==> config.mk <==
export PLATFORM = sky130hd
export DESIGN_NAME = muldiv_unit_flat
export DESIGN_NICKNAME = d
export VERILOG_FILES = /design/src/rtl/muldiv_unit_if.sv /design/src/rtl/muldiv_unit.sv /design/src/flat_wrapper.sv
export SDC_FILE = /design/constraint.sdc
export NUM_CORES = 1
export LEC_CHECK = 0
export ABC_AREA = 1
export CORE_UTILIZATION = 45
export DETAILED_ROUTE_END_ITERATION = 6
export RECOVER_POWER = 100
export SLEW_MARGIN = 20
export SYNTH_ARGS = -nofsm -noshare
export SYNTH_HDL_FRONTEND = slang
export SYNTH_SLANG_ARGS = --single-unit
==> constraint.sdc <==
create_clock -name clk -period 6.6 [get_ports clk]
set_input_delay 1.32 -clock clk [delete_from_list [all_inputs] [get_ports clk]]
set_output_delay 1.32 -clock clk [all_outputs]
set_load 0.05 [all_outputs]
==> src/rtl/muldiv_unit_if.sv <==
// Operand/request and result bundle between pipeline control (master) and the
// iterative multiply/divide unit (slave).
interface muldiv_unit_if;
   logic [31:0] a;
   logic [31:0] b;
   logic [1:0]  op;
   logic        start;
   logic        busy;
   logic        done;
   logic        dz;
   logic [31:0] hi;
   logic [31:0] lo;

   modport master (output a, b, op, start, input busy, done, dz, hi, lo);
   modport slave  (input a, b, op, start, output busy, done, dz, hi, lo);
endinterface

==> src/rtl/muldiv_unit.sv <==
// Iterative 32x32 multiply / 32/32 divide: one radix-2 step per cycle on magnitudes,
// sign fix-up in a final cycle, results held in the HI/LO registers.
module muldiv_unit (
   input  logic         clk,
   input  logic         rst,
   muldiv_unit_if.slave bus
);

   typedef enum logic [1:0] {IDLE, RUN, FIX} state_t;

   state_t      state;
   logic [4:0]  cnt;
   logic        is_div;
   logic        neg_q;     // product / quotient must be negated
   logic        neg_r;     // remainder must be negated (dividend was negative)
   logic        b_zero;
   logic [31:0] opa;       // multiplicand; for divide the dividend, replaced by quotient bits
   logic [31:0] opb;       // multiplier (consumed LSB-first) or divisor
   logic [63:0] acc;
   logic [31:0] rem;

   logic        busy_q;
   logic        done_q;
   logic        dz_q;
   logic [31:0] hi_q;
   logic [31:0] lo_q;

   logic        is_signed;
   logic [31:0] mag_a;
   logic [31:0] mag_b;
   logic [32:0] mul_sum;
   logic [32:0] part;
   logic [31:0] diff;
   logic        q_bit;
   logic [63:0] prod;
   logic [31:0] quot;
   logic [31:0] remd;

   // NOTE: every variable here is assigned on every pass, so no latch can be inferred.
   always_comb begin
      is_signed = ~bus.op[0];
      mag_a     = (is_signed && bus.a[31]) ? -bus.a : bus.a;
      mag_b     = (is_signed && bus.b[31]) ? -bus.b : bus.b;
      mul_sum   = {1'b0, acc[63:32]} + (opb[0] ? {1'b0, opa} : 33'd0);
      part      = {rem, opa[31]};
      q_bit     = (part >= {1'b0, opb});
      diff      = part[31:0] - opb;
      prod      = neg_q ? -acc : acc;
      quot      = neg_q ? -opa : opa;
      remd      = neg_r ? -rem : rem;
   end

   // NOTE: non-blocking assignments so every register samples pre-edge values.
   always_ff @(posedge clk) begin
      if (rst) begin
         state  <= IDLE;
         cnt    <= 5'd0;
         is_div <= 1'b0;
         neg_q  <= 1'b0;
         neg_r  <= 1'b0;
         b_zero <= 1'b0;
         opa    <= 32'd0;
         opb    <= 32'd0;
         acc    <= 64'd0;
         rem    <= 32'd0;
         busy_q <= 1'b0;
         done_q <= 1'b0;
         dz_q   <= 1'b0;
         hi_q   <= 32'd0;
         lo_q   <= 32'd0;
      end else begin
         done_q <= 1'b0;
         case (state)
            IDLE: begin
               if (bus.start) begin
                  is_div <= bus.op[1];
                  neg_q  <= is_signed & (bus.a[31] ^ bus.b[31]);
                  neg_r  <= is_signed & bus.a[31];
                  b_zero <= (bus.b == 32'd0);
                  opa    <= mag_a;
                  opb    <= mag_b;
                  acc    <= 64'd0;
                  rem    <= 32'd0;
                  cnt    <= 5'd0;
                  busy_q <= 1'b1;
                  state  <= RUN;
               end
            end
            RUN: begin
               if (is_div) begin
                  // Restoring step: keep the trial difference only when it did not underflow.
                  rem <= q_bit ? diff : part[31:0];
                  opa <= {opa[30:0], q_bit};
               end else begin
                  acc <= {mul_sum, acc[31:1]};
                  opb <= {1'b0, opb[31:1]};
               end
               cnt <= cnt + 5'd1;
               if (cnt == 5'd31) state <= FIX;
            end
            FIX: begin
               if (is_div) begin
                  // A zero divisor naturally leaves |a| as remainder; only the quotient is forced.
                  lo_q <= b_zero ? 32'hFFFF_FFFF : quot;
                  hi_q <= remd;
                  dz_q <= b_zero;
               end else begin
                  {hi_q, lo_q} <= prod;
                  dz_q         <= 1'b0;
               end
               done_q <= 1'b1;
               busy_q <= 1'b0;
               state  <= IDLE;
            end
            default: state <= IDLE;
         endcase
      end
   end

   assign bus.busy = busy_q;
   assign bus.done = done_q;
   assign bus.dz   = dz_q;
   assign bus.hi   = hi_q;
   assign bus.lo   = lo_q;

endmodule

==> src/flat_wrapper.sv <==
// flat-port wrapper written by rule: the top's interface ports become plain ports
module muldiv_unit_flat 
  (clk, rst, bus_a, bus_b, bus_op, bus_start, bus_busy, bus_done, bus_dz, bus_hi, bus_lo);
  muldiv_unit_if bus_i ();
  input  logic clk;
  input  logic rst;
  input wire logic [$bits(bus_i.a)-1:0] bus_a;
  input wire logic [$bits(bus_i.b)-1:0] bus_b;
  input wire logic [$bits(bus_i.op)-1:0] bus_op;
  input wire logic [$bits(bus_i.start)-1:0] bus_start;
  output wire logic [$bits(bus_i.busy)-1:0] bus_busy;
  output wire logic [$bits(bus_i.done)-1:0] bus_done;
  output wire logic [$bits(bus_i.dz)-1:0] bus_dz;
  output wire logic [$bits(bus_i.hi)-1:0] bus_hi;
  output wire logic [$bits(bus_i.lo)-1:0] bus_lo;
  assign bus_i.a = bus_a;
  assign bus_i.b = bus_b;
  assign bus_i.op = bus_op;
  assign bus_i.start = bus_start;
  assign bus_busy = bus_i.busy;
  assign bus_done = bus_i.done;
  assign bus_dz = bus_i.dz;
  assign bus_hi = bus_i.hi;
  assign bus_lo = bus_i.lo;
  muldiv_unit u_core (.clk(clk), .rst(rst), .bus(bus_i));
endmodule
==> impl_results.md, run 1 <==
- Worst EP required: around 7.1 ns
- Simple-Gate Fraction of Synth Area: 41.5%
- Cts hold-fix bufs: 0
- Initial Utilization: roughly 46%
- Worst Setup End Kind: register
- Synth top area cells: dfxtp_1, nand2_1, a21oi_1
- Pin count of the biggest net entering global routing: between 90 and 100
- Worst reg2reg path startpoint: u_core.state[1]
- Vias in the first global route: 22349
- Reg2Reg Depth: 9
- R2R Setup Slk: 2.03 ns
- Vias: around 25000
- Most frequent cells after synthesis: nand2_1, inv_1, nor2_1
- Initial antenna violation count: 0
- Min-delay worst type: reg -> reg
- Post-synthesis cell type count: 48
- Pwr/cell area: around 190 nW/um^2
- Post-Synth Adder-Cell Area: under 10%
- Vias/cell: around 5.7
- Mapped Nets: roughly 3800
- Setup_tns: 0 ns
- Largest family of logic cells by synthesized area: simple AND/OR/NAND/NOR gates
- Chip width: between 200 and 250 um
- Hold path cells: 2
- GRT overflow: 0
- Fin crit share: roughly 73%
- Top FF cell, synth: dfxtp_1
- Final GP Congestion: approximately 1.1
- Met3 Use GR: 5.73%
- Startpoint types: input pin
- Critical R2R Capture: u_core.acc[48]
- Global-route wire length before repair: between 100 and 150 mm
- Fin nets: between 3000 and 4000
- Row count: 78
- Synth area leader: dfxtp_1
- Final Non-Filler Cells: approximately 4300
- Most Crowded Layer GR: met2
- Placed insts: 4265
- Peak Freq: ~0.21 GHz
- Sequential share of the synthesized area: 23.1%
- First DRT Iteration DRCs: 2953
- Clock Skew: 0.0296 ns
- Share of layout cells above drive strength 1: ~3.8%
- Top cell type's share of synthesized area: 23.1%
- EDFF count, synth: 0
- Setup Viol. Count Final: 0
- Hold path start: u_core.bus.lo[1]
- Ys Warns: 0
- Mean Syn Cell Area: 5.67 sq um
- XOR/XNOR Fraction of Synth Area: under 10%
- Mapped Area: between 20000 and 25000 sq um
- Maxcap violations: 2
- Antenna Cells: 0
- Post-DP HPWL: 66.8 mm
- Met1 Usage GRT: around 50%
- Htree depth: 1
- Final Max Slew Viols: between 100 and 150
- CTS resizes: 0
- Status: complete, but fails checks
- Rel. slew slack: -17.5%
- WP data arrival: approximately 5.3 ns
- Total power: roughly 4.4 mW
- TritonCTS clock tree: built
- Critical path class: in -> reg
- Max IR drop VDD: approximately 0.24 mV
- Worst slew pin tran: 1.76 ns
- FFs w/ async S/R, synth: 0%
- Post-Synthesis Cells: 3645
- Synth Area in Compound Gates: between 15 and 20%
- DRT Pass-1 Iters: 7
- Most common cell in the netlist: nand2_1
- PortBufs: between 100 and 150
- Clock tree buffer depth: 3
- Area Overhead vs Synth: 12.7%
- I/O pin cnt: roughly 140
- Hold Violations, Final: 0
- Pleak: 11.5 nW
- Clk root buf: clkbuf_16
- GRT Overall Usage: between 30% and 40%
- Post-Route WL: between 80 and 90 mm
- Number of buffers created by CTS: 30
- Met2 Use GR: approximately 54%
- Later-pin clock latency in the skew report: just over 0.6 ns
- Failing checks: DRC, capacitance limit, slew limit
- Post-route ant nets: 0
- Worst-path clk slew: around 0.060 ns
- Die height: roughly 220 um
- Die area: about 47000 sq um
- CTS sink count: approximately 240
- Post-CTS setup buffers: 0
- WHS Endpoint: u_core.bus.lo[1]
- DR DRC count: 2
- Routed WL per cell: about 20 um
- Multiplexer area fraction after synthesis: 0%
- #FFs+latches synth: roughly 240
- RSZ-0062 raised after global routing: no
- Worst Path Max Fanout: 61
- Core area: about 45000 sq um
- Post-route minimum period: approximately 4.8 ns
## critical path: stages
cell and delay [ns]:
dlygate4sd3_1 0.52, nand2_1 0.05, nor2_1 0.52, nor2_1 0.24
nor2_1 1.03, inv_1 0.63, buf_4 0.53, a21oi_1 0.22
o21ai_0 0.13, a21oi_1 0.13
## cells by family (layout without fill, tap and decap cells)
group,count (synthesis),after routing
AOI/OAI and AO/OA,682,682
xor gates and xnor gates,42,42
adders and majority gates,74,74
buffers and inverters,588,662
DFF,238,238
and+or+nand+nor,2021,2021
## cell usage in the layout, fill, tap and decap left out, types with 17 or more instances in the layout
cell | Yosys | routed
nand2_1 | 1104 | 1104
inv_1 | 436 | 437
nor2_1 | 397 | 398
a21oi_1 | 372 | 374
nand3_1 | 318 | 318
dfxtp_1 | 238 | 236
o21ai_0 | 199 | 207
nand4_1 | 77 | 77
ha_1 | 72 | 72
dlygate4sd3_1 | 0 | 69
clkdlybuf4s50_1 | 0 | 65
nor3_1 | 31 | 31
clkbuf_16 | 0 | 30
o211ai_1 | 28 | 28
xor2_1 | 28 | 28
nand3b_1 | 23 | 23
o221ai_1 | 17 | 17
## sequential cells by signal, indices dropped and copies added (netlist names), 2 cells and up
signal	count
u_core.acc	64
u_core.bus.hi	32
u_core.bus.lo	32
u_core.opa	32
u_core.opb	32
u_core.rem	32
u_core.cnt	5
u_core.state	2
## per-layer routing
metal / wire length, um / vias up
li1: - / 11965
met1: 37600 / 11386
met2: 36700 / 1261
met3: 7970 / 171
met4: 3340 / 0
met5: 0 / -
## worst max-delay path by stage
stage	startpoint	to	slack (ns)
2_1_floorplan	bus_a[0]	u_core.opa[16]	3.95
3_3_place_gp	bus_a[31]	u_core.opa[13]	2.68
3_5_place_dp	bus_a[31]	u_core.opa[13]	2.64
4_1_cts	u_core.opb[0]	u_core.acc[61]	3.19
5_1_grt	bus_start	u_core.opa[0]	1.48
6_report	bus_start	u_core.opa[23]	1.79
## where the power goes
| part | total, mW | leakage (nW) | switching, mW | internal, mW |
|---|---|---|---|---|
| combinational | 1.08 | 9.05 | 0.762 | 0.320 |
| sequential | 1.54 | 1.93 | 0.0643 | 1.48 |
| clock | 1.73 | 0.490 | 0.700 | 1.03 |
| total | 4.35 | 11.5 | 1.53 | 2.83 |
## area by class of cell
class,count,area [sq um]
sequential,238,4770
clock inverter,12,194
tap,600,751
inverter,455,1710
clock buffer,42,826
fill,4894,22000
multi-input combinational,2819,13500
timing repair buffer,153,1480
## metrics by stage
| step | hold WS [ns] | setup WS, ns | util [%] | cell area (sq um) |
|---|---|---|---|---|
| 2_1_floorplan | 0.444 | 3.95 | - | 20600 |
| 3_3_place_gp | 0.446 | 2.68 | 49.2 | 22300 |
| 3_5_place_dp | 0.448 | 2.64 | 49.2 | 22300 |
| 4_1_cts | 0.462 | 3.19 | 51.5 | 23300 |
| 5_1_grt | 0.486 | 1.48 | 51.4 | 23300 |
| 6_report | 0.459 | 1.79 | 51.4 | 23300 |
Power figures use the tool's default switching activity.
==> run 2, diff against run 1 <==
Settings changed: PLACE_DENSITY set to 0.66.
Clock period 6.6 ns to 4.3 ns, I/O delays scaled along.
==> run 2 against run 1 <==
Compared with the run above: the flow finishes with violations (capacitance limit, slew limit); non-clock buffer count up 3; combinational power is 54% higher; largest cell class unchanged; cell count barely moved; highest routed layer is now met5; critical endpoint is now u_core.bus.lo[23]; utilization down 0.091 points; critical path type is now reg -> reg.
==> impl_results.md, run 2 (synthesis results as in run 1) <==
- Status: complete, but fails checks (unchanged)
- Failing checks: capacitance limit, slew limit (was DRC, capacitance limit, slew limit)
- Setup Viol. Count Final: 0 (unchanged)
- Peak Freq: around 0.28 GHz
- Critical R2R Capture: u_core.bus.lo[23] (was u_core.acc[48])
- Clock Skew: 0.0207 ns (was 0.0296 ns)
- Pleak: 11.4 nW (was 11.5 nW)
- I/O pin cnt: 136 (unchanged)
- Setup_tns: 0 ns (unchanged)
- DRT Pass-1 Iters: 7 (unchanged)
- Number of buffers created by CTS: 29 (was 30)
- R2R Setup Slk: 0.76 ns (was 2.03 ns)
- Reg2Reg Depth: 7 (was 9)
- Antenna Cells: 0 (unchanged)
- Clk root buf: clkbuf_16 (unchanged)
- Worst Setup End Kind: register (unchanged)
- Final GP Congestion: 1.06 (was 1.05)
- Worst EP required: 4.73 ns (was 7.13 ns)
- Area Overhead vs Synth: 12.5% (was 12.7%)
- Cts hold-fix bufs: 0 (unchanged)
- Fin crit share: between 80 and 90%
- Vias/cell: 5.56 (was 5.74)
- GRT Overall Usage: 33.0% (was 35.6%)
- Row count: 78 (unchanged)
- Max IR drop VDD: 0.322 mV (was 0.237 mV)
- WP data arrival: 3.96 ns (was 5.34 ns)
- Later-pin clock latency in the skew report: 0.60 ns (was 0.61 ns)
- Most flops, register: u_core.acc (unchanged)
- Vias: 24017 (was 24783)
- Min-delay worst type: reg -> reg (unchanged)
- Startpoint types: register (was input pin)
- Worst slew pin tran: 1.64 ns (was 1.76 ns)
- Core area: 45300 sq um (unchanged)
- Pwr/cell area: 278 nW/um^2 (was 187 nW/um^2)
- Total power: 6.46 mW (was 4.35 mW)
- Initial antenna violation count: 4 (was 0)
- Post-route minimum period: around 3.5 ns
- Critical path class: reg -> reg (was in -> reg)
- Hold path cells: 2 (unchanged)
- TritonCTS clock tree: built (unchanged)
- Fin nets: 3842 (was 3840)
- Post-route ant nets: 0 (unchanged)
- Global-route wire length before repair: 121 mm (was 131 mm)
- Htree depth: 1 (unchanged)
- Commonest cells after routing, fill and taps aside: nand2_1, inv_1, nor2_1, a21oi_1, nand3_1 (unchanged)
- GRT overflow: 0 (unchanged)
- Final Cell Area: 23200 sq um (was 23300 sq um)
- Placed cell area: 22300 sq um (about the same)
- Hold path start: u_core.bus.hi[27] (was u_core.bus.lo[1])
- WHS Endpoint: u_core.bus.hi[27] (was u_core.bus.lo[1])
- PortBufs: 135 (unchanged)
- Hold Violations, Final: 0 (unchanged)
- Filler Cell Count: 4912 (was 4894)
- Worst Path Max Fanout: 73 (was 61)
- Rel. slew slack: -9.43% (was -17.5%)
- Vias in the first global route: 21421 (was 22349)
- Worst reg2reg path startpoint: u_core.state[0] (was u_core.state[1])
- Pin count of the biggest net entering global routing: 128 (was 99)
- Commonest non-fill, non-tap cell in the layout: nand2_1 (unchanged)
- Worst-path clk slew: 0.06 ns (about the same)
- Post-CTS setup buffers: 0 (unchanged)
- Clock tree buffer depth: 3 (unchanged)
- Largest register FFs: 64 (unchanged)
- Final Max Slew Viols: 102 (was 113)
- Routed WL per cell: 18.3 um (was 19.8 um)
- First DRT Iteration DRCs: 2746 (was 2953)
- Crit path from: u_core.state[0] (was bus_start)
- RSZ-0062 raised after global routing: no (unchanged)
- CTS resizes: 0 (unchanged)
- CTS sink count: 238 (unchanged)
- Hold slack: 0.450 ns (was 0.459 ns)
- Post-DP HPWL: 61.6 mm (was 66.8 mm)
- DR DRC count: 0 (was 2)
- Die area: 46700 sq um (unchanged)
- Maxcap violations: 2 (unchanged)
- Post-Route WL: 79.2 mm (was 85.6 mm)
- Share of layout cells above drive strength 1: 3.95% (was 3.79%)
- Die height: 216 um (unchanged)
- Chip width: 216 um (unchanged)
- Initial Utilization: 45.6% (unchanged)
==> run 2: through the flow <==
stage | instances | worst slack, ns | util [%]
after CTS | 4320 | 1.35 | 51.3
after global routing | 4320 | 0.531 | 51.3
after global placement | 4268 | 0.962 | 49.3
final | 4320 | 0.765 | 51.3
after floorplan | 3645 | 1.90 | -
after detailed placement | 4268 | 0.916 | 49.3
==> run 2: worst max-delay path, stage by stage, from the launching register on <==
cell      delay (ns)
dfxtp_1         0.30
inv_1           0.07
nand2_1         0.06
clkbuf_1        1.17
clkinv_1        0.26
clkbuf_2        0.88
o21ai_0         0.48
a21oi_1         0.08
==> run 2: worst max path at each step <==
| stage | to | depth (start not counted) | slack, ns |
|---|---|---|---|
| after global placement | u_core.opa[0] | 10 | 0.96 |
| after detailed placement | u_core.opa[0] | 10 | 0.92 |
| after CTS | u_core.rem[2] | 13 | 1.35 |
| after floorplan | u_core.acc[53] | 14 | 1.90 |
| after global routing | u_core.rem[26] | 11 | 0.53 |
| final | u_core.bus.lo[23] | 7 | 0.76 |
==> run 2: layout make-up <==
type                       instances  area, sq um  share of cell area, %
multi-input combinational       2819        13600                   58.4
inverter                         455         1710                   7.35
sequential                       238         4770                   20.5
clock buffer                      41          811                   3.49
tap                              600          751                   3.23
timing repair buffer             156         1540                   6.61
clock inverter                    11         98.8                  0.426
==> run 2: per-layer routing <==
layer	wire length (um)	global-route usage, %	part of all wire [%]	up-vias
li1	-	-	-	11989
met1	35700	45.9	45	10919
met2	33000	49.8	42	968
met3	8020	8.24	10	137
met4	2430	9.72	3.1	4
met5	18	0	0.023	-
==> run 2: power by group <==
part / total (mW) / internal (mW) / switching, mW
clock network: 2.43 / 1.37 / 1.06
registers: 2.37 / 2.27 / 0.0977
logic: 1.66 / 0.499 / 1.16
total: 6.46 / 4.14 / 2.32
